File: src/rtl/cache_def.sv
// Shared cache types, plus the victim-cache arbiter's operation and state enums.
package cache_def;

    localparam int CACHE_ADDR_W = 32;
    localparam int CACHE_LINE_W = 128;

    typedef logic [CACHE_LINE_W-1:0] cache_data_type;

    typedef struct packed {
        logic                    valid;
        logic [CACHE_ADDR_W-1:0] addr;
    } cpu_req_type;

    typedef struct packed {
        logic                    valid;
        logic                    dirty;
        logic [CACHE_ADDR_W-1:0] addr;
        cache_data_type          data;
    } evict_data_type;

    typedef enum logic {
        LOOKUP = 1'b0,
        INSERT = 1'b1
    } vc_arb_op_e;

    typedef enum logic [1:0] {
        IDLE  = 2'd0,
        ISSUE = 2'd1,
        CHECK = 2'd2,
        WRITE = 2'd3
    } vc_arb_state_e;

endpackage

File: src/rtl/vc_arbiter_if.sv
// Requester, response, VC-port and statistics bundle between the L1 controllers and vc_arbiter.
interface vc_arbiter_if
    import cache_def::*;
#(
    parameter int ADDR_W = 32,
    parameter int LINE_W = 128
);
    logic              req0_valid;
    logic              req0_op;
    logic [ADDR_W-1:0] req0_addr;
    logic [LINE_W-1:0] req0_data;
    logic              req0_dirty;
    logic              req0_ready;

    logic              req1_valid;
    logic              req1_op;
    logic [ADDR_W-1:0] req1_addr;
    logic [LINE_W-1:0] req1_data;
    logic              req1_dirty;
    logic              req1_ready;

    logic              rsp0_valid;
    logic              rsp1_valid;
    logic              rsp_hit;
    logic              rsp_dirty;
    logic [LINE_W-1:0] rsp_data;

    cpu_req_type       vc_req;
    evict_data_type    vc_evict;
    evict_data_type    vc_res;

    logic [31:0]       grant0_cnt;
    logic [31:0]       grant1_cnt;
    logic [31:0]       conflict_cnt;

    modport slave (
        input  req0_valid, req0_op, req0_addr, req0_data, req0_dirty,
        input  req1_valid, req1_op, req1_addr, req1_data, req1_dirty,
        input  vc_res,
        output req0_ready, req1_ready,
        output rsp0_valid, rsp1_valid, rsp_hit, rsp_dirty, rsp_data,
        output vc_req, vc_evict,
        output grant0_cnt, grant1_cnt, conflict_cnt
    );

    modport master (
        output req0_valid, req0_op, req0_addr, req0_data, req0_dirty,
        output req1_valid, req1_op, req1_addr, req1_data, req1_dirty,
        output vc_res,
        input  req0_ready, req1_ready,
        input  rsp0_valid, rsp1_valid, rsp_hit, rsp_dirty, rsp_data,
        input  vc_req, vc_evict,
        input  grant0_cnt, grant1_cnt, conflict_cnt
    );

endinterface

File: src/rtl/adder_32bit.sv
// 32-bit adder with carry-in; carry-out is dropped so counters wrap modulo 2^32.
module adder_32bit (
    input  logic [31:0] a,
    input  logic [31:0] b,
    input  logic        cin,
    output logic [31:0] sum
);
    assign sum = a + b + {31'd0, cin};
endmodule

File: src/rtl/rr_arbiter_2.sv
// Two-way round-robin arbiter; on a conflict the requester that did not win last time is granted.
module rr_arbiter_2 (
    input  logic       clk_i,
    input  logic       rst_i,
    input  logic [1:0] req,
    input  logic       advance,
    output logic [1:0] gnt
);
    logic last_q;

    always_comb begin
        gnt = 2'b00;
        case (req)
            2'b01:   gnt = 2'b01;
            2'b10:   gnt = 2'b10;
            2'b11:   gnt = last_q ? 2'b01 : 2'b10;
            default: gnt = 2'b00;
        endcase
    end

    // Reset value 1 makes requester 0 win the first conflict.
    always_ff @(posedge clk_i) begin
        if (rst_i) begin
            last_q <= 1'b1;
        end else if (advance && (|gnt)) begin
            last_q <= gnt[1];
        end
    end
endmodule

File: src/rtl/vc_arbiter.sv
// Shares the victim-cache port between the L1 D-cache (req0) and I-cache (req1),
// sequencing lookups through ISSUE/CHECK and inserts through a single WRITE cycle.
module vc_arbiter
    import cache_def::*;
#(
    parameter int ADDR_W = 32,
    parameter int LINE_W = 128
) (
    input  logic         clk_i,
    input  logic         rst_i,
    vc_arbiter_if.slave  bus
);
    // state | meaning
    // IDLE  | grant a valid requester, latch its operation
    // ISSUE | first cycle of VC lookup (registered valid)
    // CHECK | lookup held; VC result sampled at this edge, response pulsed
    // WRITE | one-cycle VC insert, response pulsed with hit = 0
    vc_arb_state_e  state_q;
    logic           lat_id_q;
    cpu_req_type    vc_req_q;
    evict_data_type vc_evict_q;
    logic           rsp0_q, rsp1_q, hit_q, dirty_q;
    logic [LINE_W-1:0] data_q;

    logic [1:0]        req_v, gnt;
    logic              in_idle;
    logic              sel_op, sel_dirty;
    logic [ADDR_W-1:0] sel_addr;
    logic [LINE_W-1:0] sel_data;

    assign req_v   = {bus.req1_valid, bus.req0_valid};
    assign in_idle = (state_q == IDLE);

    rr_arbiter_2 u_rr (
        .clk_i   (clk_i),
        .rst_i   (rst_i),
        .req     (req_v),
        .advance (in_idle),
        .gnt     (gnt)
    );

    assign bus.req0_ready = in_idle & gnt[0] & ~rst_i;
    assign bus.req1_ready = in_idle & gnt[1] & ~rst_i;

    assign sel_op    = gnt[1] ? bus.req1_op    : bus.req0_op;
    assign sel_addr  = gnt[1] ? bus.req1_addr  : bus.req0_addr;
    assign sel_data  = gnt[1] ? bus.req1_data  : bus.req0_data;
    assign sel_dirty = gnt[1] ? bus.req1_dirty : bus.req0_dirty;

    always_ff @(posedge clk_i) begin
        if (rst_i) begin
            state_q    <= IDLE;
            lat_id_q   <= 1'b0;
            vc_req_q   <= '0;
            vc_evict_q <= '0;
            rsp0_q     <= 1'b0;
            rsp1_q     <= 1'b0;
            hit_q      <= 1'b0;
            dirty_q    <= 1'b0;
            data_q     <= '0;
        end else begin
            rsp0_q     <= 1'b0;
            rsp1_q     <= 1'b0;
            vc_evict_q <= '0;
            case (state_q)
                IDLE: begin
                    if (|gnt) begin
                        lat_id_q <= gnt[1];
                        if (vc_arb_op_e'(sel_op) == INSERT) begin
                            vc_evict_q <= '{valid: 1'b1, dirty: sel_dirty,
                                            addr: sel_addr, data: sel_data};
                            state_q    <= WRITE;
                        end else begin
                            vc_req_q <= '{valid: 1'b1, addr: sel_addr};
                            state_q  <= ISSUE;
                        end
                    end
                end
                ISSUE: state_q <= CHECK;
                CHECK: begin
                    vc_req_q <= '0;
                    hit_q    <= bus.vc_res.valid;
                    // Miss data is meaningless, so the previous line is kept.
                    if (bus.vc_res.valid) begin
                        dirty_q <= bus.vc_res.dirty;
                        data_q  <= bus.vc_res.data;
                    end
                    rsp0_q  <= ~lat_id_q;
                    rsp1_q  <= lat_id_q;
                    state_q <= IDLE;
                end
                WRITE: begin
                    hit_q   <= 1'b0;
                    rsp0_q  <= ~lat_id_q;
                    rsp1_q  <= lat_id_q;
                    state_q <= IDLE;
                end
                default: state_q <= IDLE;
            endcase
        end
    end

    assign bus.vc_req     = vc_req_q;
    assign bus.vc_evict   = vc_evict_q;
    assign bus.rsp0_valid = rsp0_q;
    assign bus.rsp1_valid = rsp1_q;
    assign bus.rsp_hit    = hit_q;
    assign bus.rsp_dirty  = dirty_q;
    assign bus.rsp_data   = data_q;

    logic [31:0] grant0_cnt_q, grant1_cnt_q, conflict_cnt_q;
    logic [31:0] grant0_nxt, grant1_nxt, conflict_nxt;

    adder_32bit u_add_g0 (.a(grant0_cnt_q),   .b(32'd0), .cin(1'b1), .sum(grant0_nxt));
    adder_32bit u_add_g1 (.a(grant1_cnt_q),   .b(32'd0), .cin(1'b1), .sum(grant1_nxt));
    adder_32bit u_add_cf (.a(conflict_cnt_q), .b(32'd0), .cin(1'b1), .sum(conflict_nxt));

    always_ff @(posedge clk_i) begin
        if (rst_i) begin
            grant0_cnt_q   <= '0;
            grant1_cnt_q   <= '0;
            conflict_cnt_q <= '0;
        end else begin
            if (in_idle && gnt[0]) grant0_cnt_q   <= grant0_nxt;
            if (in_idle && gnt[1]) grant1_cnt_q   <= grant1_nxt;
            if (in_idle && (&req_v)) conflict_cnt_q <= conflict_nxt;
        end
    end

    assign bus.grant0_cnt   = grant0_cnt_q;
    assign bus.grant1_cnt   = grant1_cnt_q;
    assign bus.conflict_cnt = conflict_cnt_q;
endmodule

File: src/flat_wrapper.sv
// flat-port wrapper written by rule: the top's interface ports become plain ports
module vc_arbiter_flat import cache_def::*;
#(
    parameter int ADDR_W = 32,
    parameter int LINE_W = 128
)
  (clk_i, rst_i, bus_req0_valid, bus_req0_op, bus_req0_addr, bus_req0_data, bus_req0_dirty, bus_req1_valid, bus_req1_op, bus_req1_addr, bus_req1_data, bus_req1_dirty, bus_vc_res, bus_req0_ready, bus_req1_ready, bus_rsp0_valid, bus_rsp1_valid, bus_rsp_hit, bus_rsp_dirty, bus_rsp_data, bus_vc_req, bus_vc_evict, bus_grant0_cnt, bus_grant1_cnt, bus_conflict_cnt);
  vc_arbiter_if #(.ADDR_W(ADDR_W), .LINE_W(LINE_W)) bus_i ();
  input  logic clk_i;
  input  logic rst_i;
  input wire logic [$bits(bus_i.req0_valid)-1:0] bus_req0_valid;
  input wire logic [$bits(bus_i.req0_op)-1:0] bus_req0_op;
  input wire logic [$bits(bus_i.req0_addr)-1:0] bus_req0_addr;
  input wire logic [$bits(bus_i.req0_data)-1:0] bus_req0_data;
  input wire logic [$bits(bus_i.req0_dirty)-1:0] bus_req0_dirty;
  input wire logic [$bits(bus_i.req1_valid)-1:0] bus_req1_valid;
  input wire logic [$bits(bus_i.req1_op)-1:0] bus_req1_op;
  input wire logic [$bits(bus_i.req1_addr)-1:0] bus_req1_addr;
  input wire logic [$bits(bus_i.req1_data)-1:0] bus_req1_data;
  input wire logic [$bits(bus_i.req1_dirty)-1:0] bus_req1_dirty;
  input wire logic [$bits(bus_i.vc_res)-1:0] bus_vc_res;
  output wire logic [$bits(bus_i.req0_ready)-1:0] bus_req0_ready;
  output wire logic [$bits(bus_i.req1_ready)-1:0] bus_req1_ready;
  output wire logic [$bits(bus_i.rsp0_valid)-1:0] bus_rsp0_valid;
  output wire logic [$bits(bus_i.rsp1_valid)-1:0] bus_rsp1_valid;
  output wire logic [$bits(bus_i.rsp_hit)-1:0] bus_rsp_hit;
  output wire logic [$bits(bus_i.rsp_dirty)-1:0] bus_rsp_dirty;
  output wire logic [$bits(bus_i.rsp_data)-1:0] bus_rsp_data;
  output wire logic [$bits(bus_i.vc_req)-1:0] bus_vc_req;
  output wire logic [$bits(bus_i.vc_evict)-1:0] bus_vc_evict;
  output wire logic [$bits(bus_i.grant0_cnt)-1:0] bus_grant0_cnt;
  output wire logic [$bits(bus_i.grant1_cnt)-1:0] bus_grant1_cnt;
  output wire logic [$bits(bus_i.conflict_cnt)-1:0] bus_conflict_cnt;
  assign bus_i.req0_valid = bus_req0_valid;
  assign bus_i.req0_op = bus_req0_op;
  assign bus_i.req0_addr = bus_req0_addr;
  assign bus_i.req0_data = bus_req0_data;
  assign bus_i.req0_dirty = bus_req0_dirty;
  assign bus_i.req1_valid = bus_req1_valid;
  assign bus_i.req1_op = bus_req1_op;
  assign bus_i.req1_addr = bus_req1_addr;
  assign bus_i.req1_data = bus_req1_data;
  assign bus_i.req1_dirty = bus_req1_dirty;
  assign bus_i.vc_res = bus_vc_res;
  assign bus_req0_ready = bus_i.req0_ready;
  assign bus_req1_ready = bus_i.req1_ready;
  assign bus_rsp0_valid = bus_i.rsp0_valid;
  assign bus_rsp1_valid = bus_i.rsp1_valid;
  assign bus_rsp_hit = bus_i.rsp_hit;
  assign bus_rsp_dirty = bus_i.rsp_dirty;
  assign bus_rsp_data = bus_i.rsp_data;
  assign bus_vc_req = bus_i.vc_req;
  assign bus_vc_evict = bus_i.vc_evict;
  assign bus_grant0_cnt = bus_i.grant0_cnt;
  assign bus_grant1_cnt = bus_i.grant1_cnt;
  assign bus_conflict_cnt = bus_i.conflict_cnt;
  vc_arbiter #(.ADDR_W(ADDR_W), .LINE_W(LINE_W)) u_core (.clk_i(clk_i), .rst_i(rst_i), .bus(bus_i));
endmodule
File: config.mk
export PLATFORM = sky130hd
export DESIGN_NAME = vc_arbiter_flat
export DESIGN_NICKNAME = d
export VERILOG_FILES = /design/src/rtl/cache_def.sv /design/src/rtl/vc_arbiter_if.sv /design/src/rtl/adder_32bit.sv /design/src/rtl/rr_arbiter_2.sv /design/src/rtl/vc_arbiter.sv /design/src/flat_wrapper.sv
export SDC_FILE = /design/constraint.sdc
export NUM_CORES = 1
export LEC_CHECK = 0
export BUFFER_PORTS_ARGS = -buffer_cell sky130_fd_sc_hd__buf_4
export CAP_MARGIN = 5
export CELL_PAD_IN_SITES_DETAIL_PLACEMENT = 0
export CELL_PAD_IN_SITES_GLOBAL_PLACEMENT = 1
export CORE_AREA = 2 2 351 353
export DETAILED_ROUTE_END_ITERATION = 10
export DIE_AREA = 0 0 353 355
export GPL_TIMING_DRIVEN = 0
export PLACE_DENSITY_LB_ADDON = 0.12
export SLEW_MARGIN = 5
export SYNTH_ARGS = -nofsm -noshare
export SYNTH_HDL_FRONTEND = slang
export SYNTH_SLANG_ARGS = --single-unit
File: constraint.sdc
create_clock -name clk_i -period 2.1 [get_ports clk_i]
set_input_delay 0.21 -clock clk_i [delete_from_list [all_inputs] [get_ports clk_i]]
set_output_delay 0.21 -clock clk_i [all_outputs]
set_load 0.01 [all_outputs]
## After elaboration in Yosys (flattened, before gate mapping)

Cells that the tools add are included.

- $add $sub $neg: 3
- Eq/ne operators: 8
- Multiplexer cells: 14
- Bitwise logic cells: 10
- Reduce and logical (&&, ||, !) cells: 16

Operator list:

| operator | number |
|---|---|
| $mux W162 | 1 |
| $mux W128 | 1 |
| $add A32 B1 Y32 const B | 3 |
| $mux W33 | 2 |
| $pmux W33 S2 | 1 |
| $mux W32 | 1 |
| $pmux W2 S3 | 2 |
| $eq A2 B2 Y1 const B | 4 |
| $mux W2 | 3 |
| $not A1 Y1 | 6 |
| $reduce_and A2 Y1 | 3 |
| $reduce_or A2 Y1 | 3 |
| $and A1 B1 Y1 | 4 |
| $eq A2 B1 Y1 const B | 2 |
| $logic_and A1 B1 Y1 | 4 |
| $ne A2 B2 Y1 const B | 2 |
| $reduce_bool A2 Y1 | 2 |
| $reduce_or A4 Y1 | 1 |
| $reduce_and A3 Y1 | 1 |
| $reduce_or A3 Y1 | 1 |
| $logic_not A2 Y1 | 1 |
| $mux W1 | 2 |
| $pmux W1 S2 | 1 |

- Bits in registers: 427
- Bits of input ports: 490
- Output and inout bits: 425

## Depth between registers and ports, before layout

Gate-level depths: netlist of run 1.

- Word-level depth: 6
- Mapped depth: 8
- Mapped depth without buffers: 6

## By module

Synthesis of run 1 repeated with hierarchy kept, for this count alone.

- Cells, all modules: 2471
- Area, all modules: 21001.4 um^2

By module, submodules not included:

| module | times used | cells each | area each (um^2) |
|---|---|---|---|
| vc_arbiter | 1 | 1626 | 15016.9 |
| adder_32bit (u_core.u_add_cf ...) | 2 | 280 | 2003.2 |
| adder_32bit (u_core.u_add_g1) | 1 | 278 | 1916.8 |
| rr_arbiter_2 | 1 | 7 | 61.3 |

## Worst setup path before layout of run 1

Ideal clock, no wire load.

- Path kind: flip-flop to flip-flop
- Start: register u_core.grant0_cnt_q[0], in the netlist u_core.bus.grant0_cnt[0]
- End: register u_core.grant0_cnt_q[30], in the netlist u_core.bus.grant0_cnt[30]
- Data arrival time: 1814 ps
- Required time: 2030 ps
- Path slack: 216 ps
- Stages on the path, launching flop included: 7
- Path buffers: 0
- Period minus slack after synthesis: 1884 ps
- Cells stage by stage: dfxtp_1 ha_1 nor3b_4 nand3_4 or4_1 or3_1 a21oi_1

- Longest elaborated chain between the ends: 1

RTL lines:

| element | RTL line | text |
|---|---|---|
| start, declared | vc_arbiter.sv:111 | `logic [31:0] grant0_cnt_q, grant1_cnt_q, conflict_cnt_q;` |
| start signal, assigned | vc_arbiter.sv:124 | `if (in_idle && gnt[0]) grant0_cnt_q <= grant0_nxt;` |
| $add A32 B1 Y32 | adder_32bit.sv:8 | `assign sum = a + b + {31'd0, cin};` |

No other way between the ends.
A chain may end at the register's enable or synchronous reset.

## Final worst setup path of run 1

- Start: register u_core.state_q[1]
- End: register u_core.vc_evict_q, in the netlist u_core.bus.vc_evict[89]

- Longest elaborated chain between the ends: 3

RTL lines:

| element | RTL line | text |
|---|---|---|
| start, declared | vc_arbiter.sv:18 | `vc_arb_state_e state_q;` |
| start signal, assigned | vc_arbiter.sv:52 | `state_q <= IDLE;` |
| start signal, assigned | vc_arbiter.sv:72 | `state_q <= WRITE;` |
| start signal, assigned | vc_arbiter.sv:75 | `state_q <= ISSUE;` |
| $logic_not A2 Y1 | vc_arbiter.sv:65 | `case (state_q)` |
| $not A1 Y1 (no line) | - |  |
| $reduce_or A4 Y1 (no line) | - |  |
| end signal, assigned | vc_arbiter.sv:70 | `vc_evict_q <= '{valid: 1'b1, dirty: sel_dirty,` |
| end, declared | vc_arbiter.sv:21 | `evict_data_type vc_evict_q;` |

No other way between the ends.

==> summary.md, run 1 <==
| Metric | Value |
|---|---|
| Syn Inst Count | `~1.9k` |
| Tot GR Track Use | `between 10% and 20%` |
| CTS Buf Count | `56` |
| Reg area | `0.00856 mm^2` |
| Worst hold stages | `4` |
| Port bufs | `882` |
| F_max | `around 500 MHz` |
| Synth warn | `0` |
| Routability Congestion | `0.846` |
| Seq/Total Area, Yosys | `between 50% and 60%` |
| Via count | `roughly 18k` |
| CP Launch Type | `flop` |
| Clock transition at path regs | `~0.060 ns` |
| Total gr overflow | `0` |
| Design Area, Final | `approximately 0.031 mm^2` |
| Residual DRC | `0` |
| Number of synthesized flops with an enable pin | `0` |
| Final ANT Viol Nets | `0` |
| CTS tree | `yes` |
| Hold crit path type | `input port to flop` |
| Share of cells above drive strength 1 | `34.9%` |
| DR pass1 iterations | `4` |
| Tightest Pin Transition | `1.10 ns` |
| Ys async rst share | `0%` |
| Core footprint | `between 0.1 and 0.15 mm^2` |
| Vias in the first global route | `between 15k and 20k` |
| DP Area | `0.0245 mm^2` |
| Most numerous cell in the Yosys netlist | `nand2_1` |
| Distinct cells, synth | `42` |
| Die width | `353 um` |
| Antenna violations before repair | `5` |
| Nets | `approximately 3.8k` |
| Initial Utilization | `a little over an eighth` |
| Ys flop type | `dfxtp_1` |
| Yosys top cell by area | `dfxtp_1` |
| Status | `complete, no violations` |
| Routed wire length | `around 96000 um` |
| Post-synthesis net count | `2349` |
| Final Hold Vio Count | `0` |
| Final core occ | `roughly a quarter` |
| Slew Viols, Final | `0` |
| RSZ-0062 raised after global routing | `true` |
| Core Rows | `128` |
| Pwr/cell area | `~700 mW/mm^2` |
| Register bit total from synthesis | `about 430` |
| Vias per cell | `about 3.7` |
| Critical path class | `flop to flop` |
| Final HPWL DP | `~76000 um` |
| Share of Yosys cell area claimed by the top area cell type | `53.9%` |
| I/O Pins | `between 900 and 1k` |
| Largest fanout on the critical path | `10` |
| Period utilization | `95.5%` |
| Leak Pwr | `13.3 nW` |
| Final hold slack | `around 0.15 ns` |
| Die Area | `between 0.1 and 0.15 mm^2` |
| Max_cap viols | `0` |
| Worst vdd ir | `0.478 mV` |
| Routed WL per cell | `19.3 um` |
| Setup TNS | `0 ns` |
| H-tree levels | `2` |
| WP data required | `about 2.6 ns` |
| Largest net degree at the start of global routing | `20` |
| Overall power | `approximately 0.022 W` |
| Fillers | `roughly 13k` |
| Mapped Area | `about 0.016 mm^2` |
| Die Span Y | `approximately 360 um` |
| Rel. slew slack | `approximately a quarter` |
| Clk sink count | `around 430` |
| CTS Buffer Depth | `3` |
| Setup violations, final | `0` |
| Min Tclk post-route | `2.00 ns` |
| R2R depth | `6` |
| CP arrival | `approximately 2.5 ns` |
| 1st-iter DRT viols | `approximately 800` |
| Worst-Skew Late Latency | `approximately 0.63 ns` |
| Root buffer cell | `clkbuf_16` |
| Multi-input gate area | `between 0.006 and 0.007 mm^2` |
| Commonest cells in the netlist | `nand2_1 (549), dfxtp_1 (427), a21oi_1 (221), nor2_1 (136), clkbuf_1 (82)` |
| Syn Area/Cell | `roughly 8.5 um^2` |
| First-pass GRT wire length | `roughly 130000 um` |
| Largest cells by area after synthesis | `dfxtp_1 (54%), nand2_1 (13%), a21oi_1 (7.0%), xnor2_1 (3.3%), nor2_1 (3.2%)` |
| Area growth, synth to finish | `98.5%` |
| Crit. End Element | `flop` |
| Clk_skew | `0.0233 ns` |
[state kept, by name (all words and copies together) (netlist names), 2 cells and up]
register and cells:
u_core.bus.grant1_cnt 32, u_core.bus.vc_req 33, u_core.bus.conflict_cnt 32, u_core.bus.vc_evict 162
u_core.state_q 2, u_core.bus.rsp_data 128, u_core.bus.grant0_cnt 32
[routing by layer]
metal	GRT usage, %	vias to the layer above	share of wire, %
li1	-	8990	-
met1	16.9	8508	41
met2	25.5	555	50
met3	4.15	111	6.6
met4	4.57	4	2.8
met5	0	-	0.032
[critical path, cell delays in order, from the launching register on]
cell      delay (ns)
dfxtp_2         0.37
nor3b_4         0.27
nand2_4         0.14
a221o_1         0.39
buf_6           0.17
clkbuf_1        0.26
a21oi_1         0.29
[report_power, final]
group	internal [W]	switching, W
Combinational	0.00185	0.00170
Clock	0.00598	0.00397
Sequential	0.00840	0.000153
[layout make-up]
| type | count | area share, % |
|---|---|---|
| clock buffer | 90 | 5.53 |
| sequential | 427 | 27.2 |
| buffer | 122 | 2.23 |
| timing repair buffer | 1356 | 36.0 |
| tap | 1625 | 6.46 |
| inverter | 22 | 0.263 |
| multi-input combinational | 1284 | 21.8 |
| antenna | 6 | 0.0477 |
| clock inverter | 11 | 0.442 |
[final timing paths]
check,end,slack (ns),from
worst max-delay path,u_core.bus.vc_evict[89],0.1,u_core.state_q[1]
worst min register to register,u_core.bus.rsp_data[108],0.45,u_core.bus.rsp_data[108]
worst min-delay path,u_core.lat_id_q,0.15,bus_req1_valid
worst max register to register,u_core.bus.vc_evict[89],0.1,u_core.state_q[1]
[placed cells by master (no fill, tap or decap), drive strengths merged]
cell type / n
a21boi: 2
a21oi: 271
a221o: 1
and2: 6
and3: 10
and3b: 1
and4: 14
and4bb: 2
buf: 931
bufinv: 3
clkbuf: 182
clkinv: 5
clkinvlp: 2
dfxtp: 427
diode: 6
dlygate4sd3: 455
ha: 3
inv: 23
mux2: 1
mux2i: 33
nand2: 549
nand2b: 4
nand3: 33
nand3b: 1
nand4: 29
nor2: 136
nor2b: 3
nor3: 26
nor3b: 4
nor4: 22
nor4bb: 1
o21ai: 6
o2bb2ai: 32
o32ai: 1
or3: 6
or4: 1
xnor2: 59
xor2: 27
[what timing repair did]
| action | 4_1_cts | 5_1_grt |
|---|---|---|
| hold buffers | 455 | 0 |
| endpoints found under the hold margin | 324 | 0 |
| setup endpoints to repair | 378 | 214 |
| setup buffers | 7 | 12 |
| pin swaps | 3 | 6 |
| resized for setup | 77 | 56 |
[cell families after synthesis]
kind of cell    count (synthesis)  share of synthesized area [%]
compound gates                313                           11.9
xor+xnor                       86                           4.75
fa+ha+maj                       3                          0.237
buf+inv                       145                           4.11
flops                         427                           53.9
mux                            34                           2.16
simple gates                  848                           22.9
[stage by stage]
step,setup WS [ns],cells
after global routing,-0.0382,4937
after detailed placement,-1.00,4363
after floorplan,0.216,1856
final,0.0954,4943
after CTS,-0.104,4925
after global placement,-0.999,4363
Power figures use the tool's default switching activity.
==> run 2, diff against run 1 <==
--- a/config.mk
+++ b/config.mk
@@ -5,14 +5,15 @@
 export SDC_FILE = /design/constraint.sdc
 export NUM_CORES = 1
 export LEC_CHECK = 0
-export BUFFER_PORTS_ARGS = -buffer_cell sky130_fd_sc_hd__buf_4
 export CAP_MARGIN = 5
 export CELL_PAD_IN_SITES_DETAIL_PLACEMENT = 0
 export CELL_PAD_IN_SITES_GLOBAL_PLACEMENT = 1
-export CORE_AREA = 2 2 351 353
+export CORE_AREA = 2 2 353 355
 export DETAILED_ROUTE_END_ITERATION = 10
-export DIE_AREA = 0 0 353 355
+export DIE_AREA = 0 0 355 357
+export DONT_BUFFER_PORTS = 1
 export GPL_TIMING_DRIVEN = 0
+export MAX_ROUTING_LAYER = met4
 export PLACE_DENSITY_LB_ADDON = 0.12
 export SLEW_MARGIN = 5
 export SYNTH_ARGS = -nofsm -noshare
==> run 2 against run 1 <==
  * Via count decreased by 17%
  * Hold slack got worse by 0.13 ns
  * Sequential power up 3.0%
  * Register-to-register slack got worse by 0.08 ns
  * First-iteration DRC count grew 1.5%
  * Final cell count down 17%
  * Combinational power is 37% lower
  * Setup slack worse by 0.078 ns
==> summary.md, run 2 (synthesis results as in run 1) <==
| Metric | Value |
|---|---|
| Fillers | `13.7k (+3.1%)` |
| Critical path class | `flop to flop` |
| CP arrival | `2.63 ns (+0.10 ns)` |
| Initial Utilization | `12.9% (-0.17 points)` |
| Pwr/cell area | `843 mW/mm^2 (+20%)` |
| Final hold slack | `0.0261 ns (-0.127 ns)` |
| Largest fanout on the critical path | `8 (-2)` |
| Crit path capture | `u_core.bus.grant0_cnt[30]` |
| Core footprint | `0.123 mm^2 (+1.3%)` |
| Overall power | `0.0210 W (-5.0%)` |
| Status | `complete, no violations` |
| CP peak stage delay | `0.53 ns (+0.14 ns)` |
| Crit. Startpoint | `u_core.bus.grant0_cnt[0]` |
| Root buffer cell | `clkbuf_16` |
| Hold crit path type | `input port to flop` |
| Crit. End Element | `flop` |
| Vias per cell | `3.71 (+1.0%)` |
| Worst vdd ir | `0.611 mV (+28%)` |
| Final HPWL DP | `66900 um (-12%)` |
| Max_cap viols | `0 (unchanged)` |
| Die Area | `0.127 mm^2 (+1.1%)` |
| Min Tclk post-route | `2.08 ns (+0.0784 ns)` |
| Nets | `2884 (-23%)` |
| RSZ-0062 raised after global routing | `true` |
| Worst setup margin | `0.0170 ns (-0.0784 ns)` |
| Worst-Skew Late Latency | `0.63 ns (about the same)` |
| Flop-to-flop setup slack | `0.02 ns (-0.08 ns)` |
| Tot GR Track Use | `13.1% (-1.4 points)` |
| WP data required | `2.65 ns (+0.02 ns)` |
| CP cell instances | `ha_1, nor3b_4, nand3_4, or4_1, or3_1, a21oi_1` |
| Via count | `15.1k (-17%)` |
| Routability Congestion | `0.830 (-2.0%)` |
| Max reg flops | `162 (unchanged)` |
| Routed wire length | `86100 um (-9.9%)` |
| CP Buf/Inv Count | `0 (-2)` |
| I/O Pins | `915 (unchanged)` |
| R2r endpoint | `u_core.bus.grant0_cnt[30]` |
| Clock transition at path regs | `0.05 ns (about the same)` |
| Final ANT Viol Nets | `0 (unchanged)` |
| Critical path's top delay family | `simple AND/OR/NAND/NOR gates` |
| H-tree levels | `2 (unchanged)` |
| Most common cell after layout, fill and taps aside | `nand2_1` |
| Total gr overflow | `0 (unchanged)` |
| DR pass1 iterations | `5 (+1)` |
| CTS Buf Count | `58 (+3.6%)` |
| Tightest Pin Transition | `1.09 ns (-0.0126 ns)` |
| Most frequent cells in the layout | `nand2_1 (545), dlygate4sd3_1 (457), dfxtp_1 (415)` |
| Antenna violations before repair | `13 (+8)` |
| Die width | `355 um (+0.57%)` |
| Pre-CTS WS | `-1.44 ns (-0.441 ns)` |
| WP depth | `6 (unchanged)` |
| Routed WL per cell | `21.1 um (+9.2%)` |
| Slowest cell on the critical path | `or4_1` |
| Clk_skew | `0.0152 ns (-0.00808 ns)` |
| Rel. slew slack | `27.5% (+0.84 points)` |
| Leak Pwr | `8.81 nW (-34%)` |
| Port bufs | `0 (-100%)` |
| F_max | `480 MHz (-3.8%)` |
| First-pass GRT wire length | `117000 um (-13%)` |
| CP Launch Type | `flop` |
| Residual DRC | `0 (unchanged)` |
| Setup violations, final | `0 (unchanged)` |
| Largest net degree at the start of global routing | `15 (-25%)` |
| Period utilization | `99.2% (+3.7 points)` |
| Share of cells above drive strength 1 | `11.6% (-23 points)` |
| Die Span Y | `357 um (+0.56%)` |
| CTS Buffer Depth | `3 (unchanged)` |
| RR Startpoint | `u_core.bus.grant0_cnt[0]` |
| Final Hold Vio Count | `0 (unchanged)` |
| Area growth, synth to finish | `57.0%` |
| R2R depth | `6 (unchanged)` |
| Clk sink count | `427 (unchanged)` |
| 1st-iter DRT viols | `815 (+1.5%)` |
| Vias in the first global route | `15.6k (-18%)` |
| Slew Viols, Final | `0 (unchanged)` |
| Core Rows | `129 (+0.78%)` |
| CTS tree | `yes` |
run 2: cell types whose count changed in the layout (fill, tap and decap cells not counted), moves of 5 or more:
cell      previous run  this run
buf_4              905        23
clkbuf_4            17        10
dfxtp_1            421       415
dfxtp_2              6        11
buf_2                9        17
a21oi_2             49        54
run 2: what timing repair did:
action,4_1_cts,5_1_grt
endpoints found under the hold margin,332,0
hold buffers,457,0
setup endpoints to repair,387,191
setup buffers,10,9
resized for setup,98,41
pin swaps,4,6
run 2: worst min-delay path by stage:
stage                            start                       end  slack, ns  cells past startpoint
finish                  bus_req0_valid     u_core.bus.vc_req[32]       0.03                      5
global route            bus_req0_valid     u_core.bus.vc_req[32]       0.05                      5
CTS                    bus_vc_res[161]      u_core.bus.rsp_dirty       0.04                      4
detailed placement      bus_vc_res[41]   u_core.bus.rsp_data[41]       0.35                      2
global placement    bus_req1_data[123]  u_core.bus.vc_evict[123]       0.35                      2
floorplan           bus_req1_data[100]  u_core.bus.vc_evict[100]       0.35                      2
run 2: through the flow:
stage / util (%) / cells / instance area [um^2] / TNS, ns
after floorplan: - / 1856 / 15800 / 0
after global placement: 14.5 / 3493 / 17900 / -264.07
after detailed placement: 14.6 / 3493 / 17900 / -260.60
after CTS: 20.1 / 4065 / 24700 / 0
after global routing: 20.2 / 4077 / 24900 / -0.351
final: 20.2 / 4079 / 24900 / 0
run 2: cell type report:
cell class | count | area (um^2) | area share (%)
diodes | 6 | 15.0 | 0.0604
plain buffers | 122 | 706 | 2.84
clock buffers | 93 | 1800 | 7.22
clock inverters | 12 | 92.6 | 0.372
inverters | 22 | 82.6 | 0.332
multi-input cells | 1284 | 6830 | 27.5
flip-flops and latches | 427 | 8570 | 34.4
well taps | 1637 | 2050 | 8.24
repair buffers | 476 | 4730 | 19.0
run 2: per-layer routing:
layer  track usage [%]  vias up  share of wire, %
li1                  -     7230                 -
met1              14.7     7142                40
met2              21.7      644                49
met3              4.68      130               8.6
met4              4.36        0               3.0
met5                 -        -                 0
run 2: power by group:
part           total [W]  switching, W  internal (W)
clock network    0.00991       0.00400       0.00592
registers        0.00882      0.000414       0.00841
logic            0.00222       0.00122      0.000999
total             0.0210       0.00563        0.0153
run 2: worst register-to-register path, stage by stage, from the launching register on:
cell and delay, ns:
dfxtp_2 0.43, ha_1 0.17, nor3b_4 0.23, nand3_4 0.18, or4_1 0.53, or3_1 0.33
a21oi_1 0.14
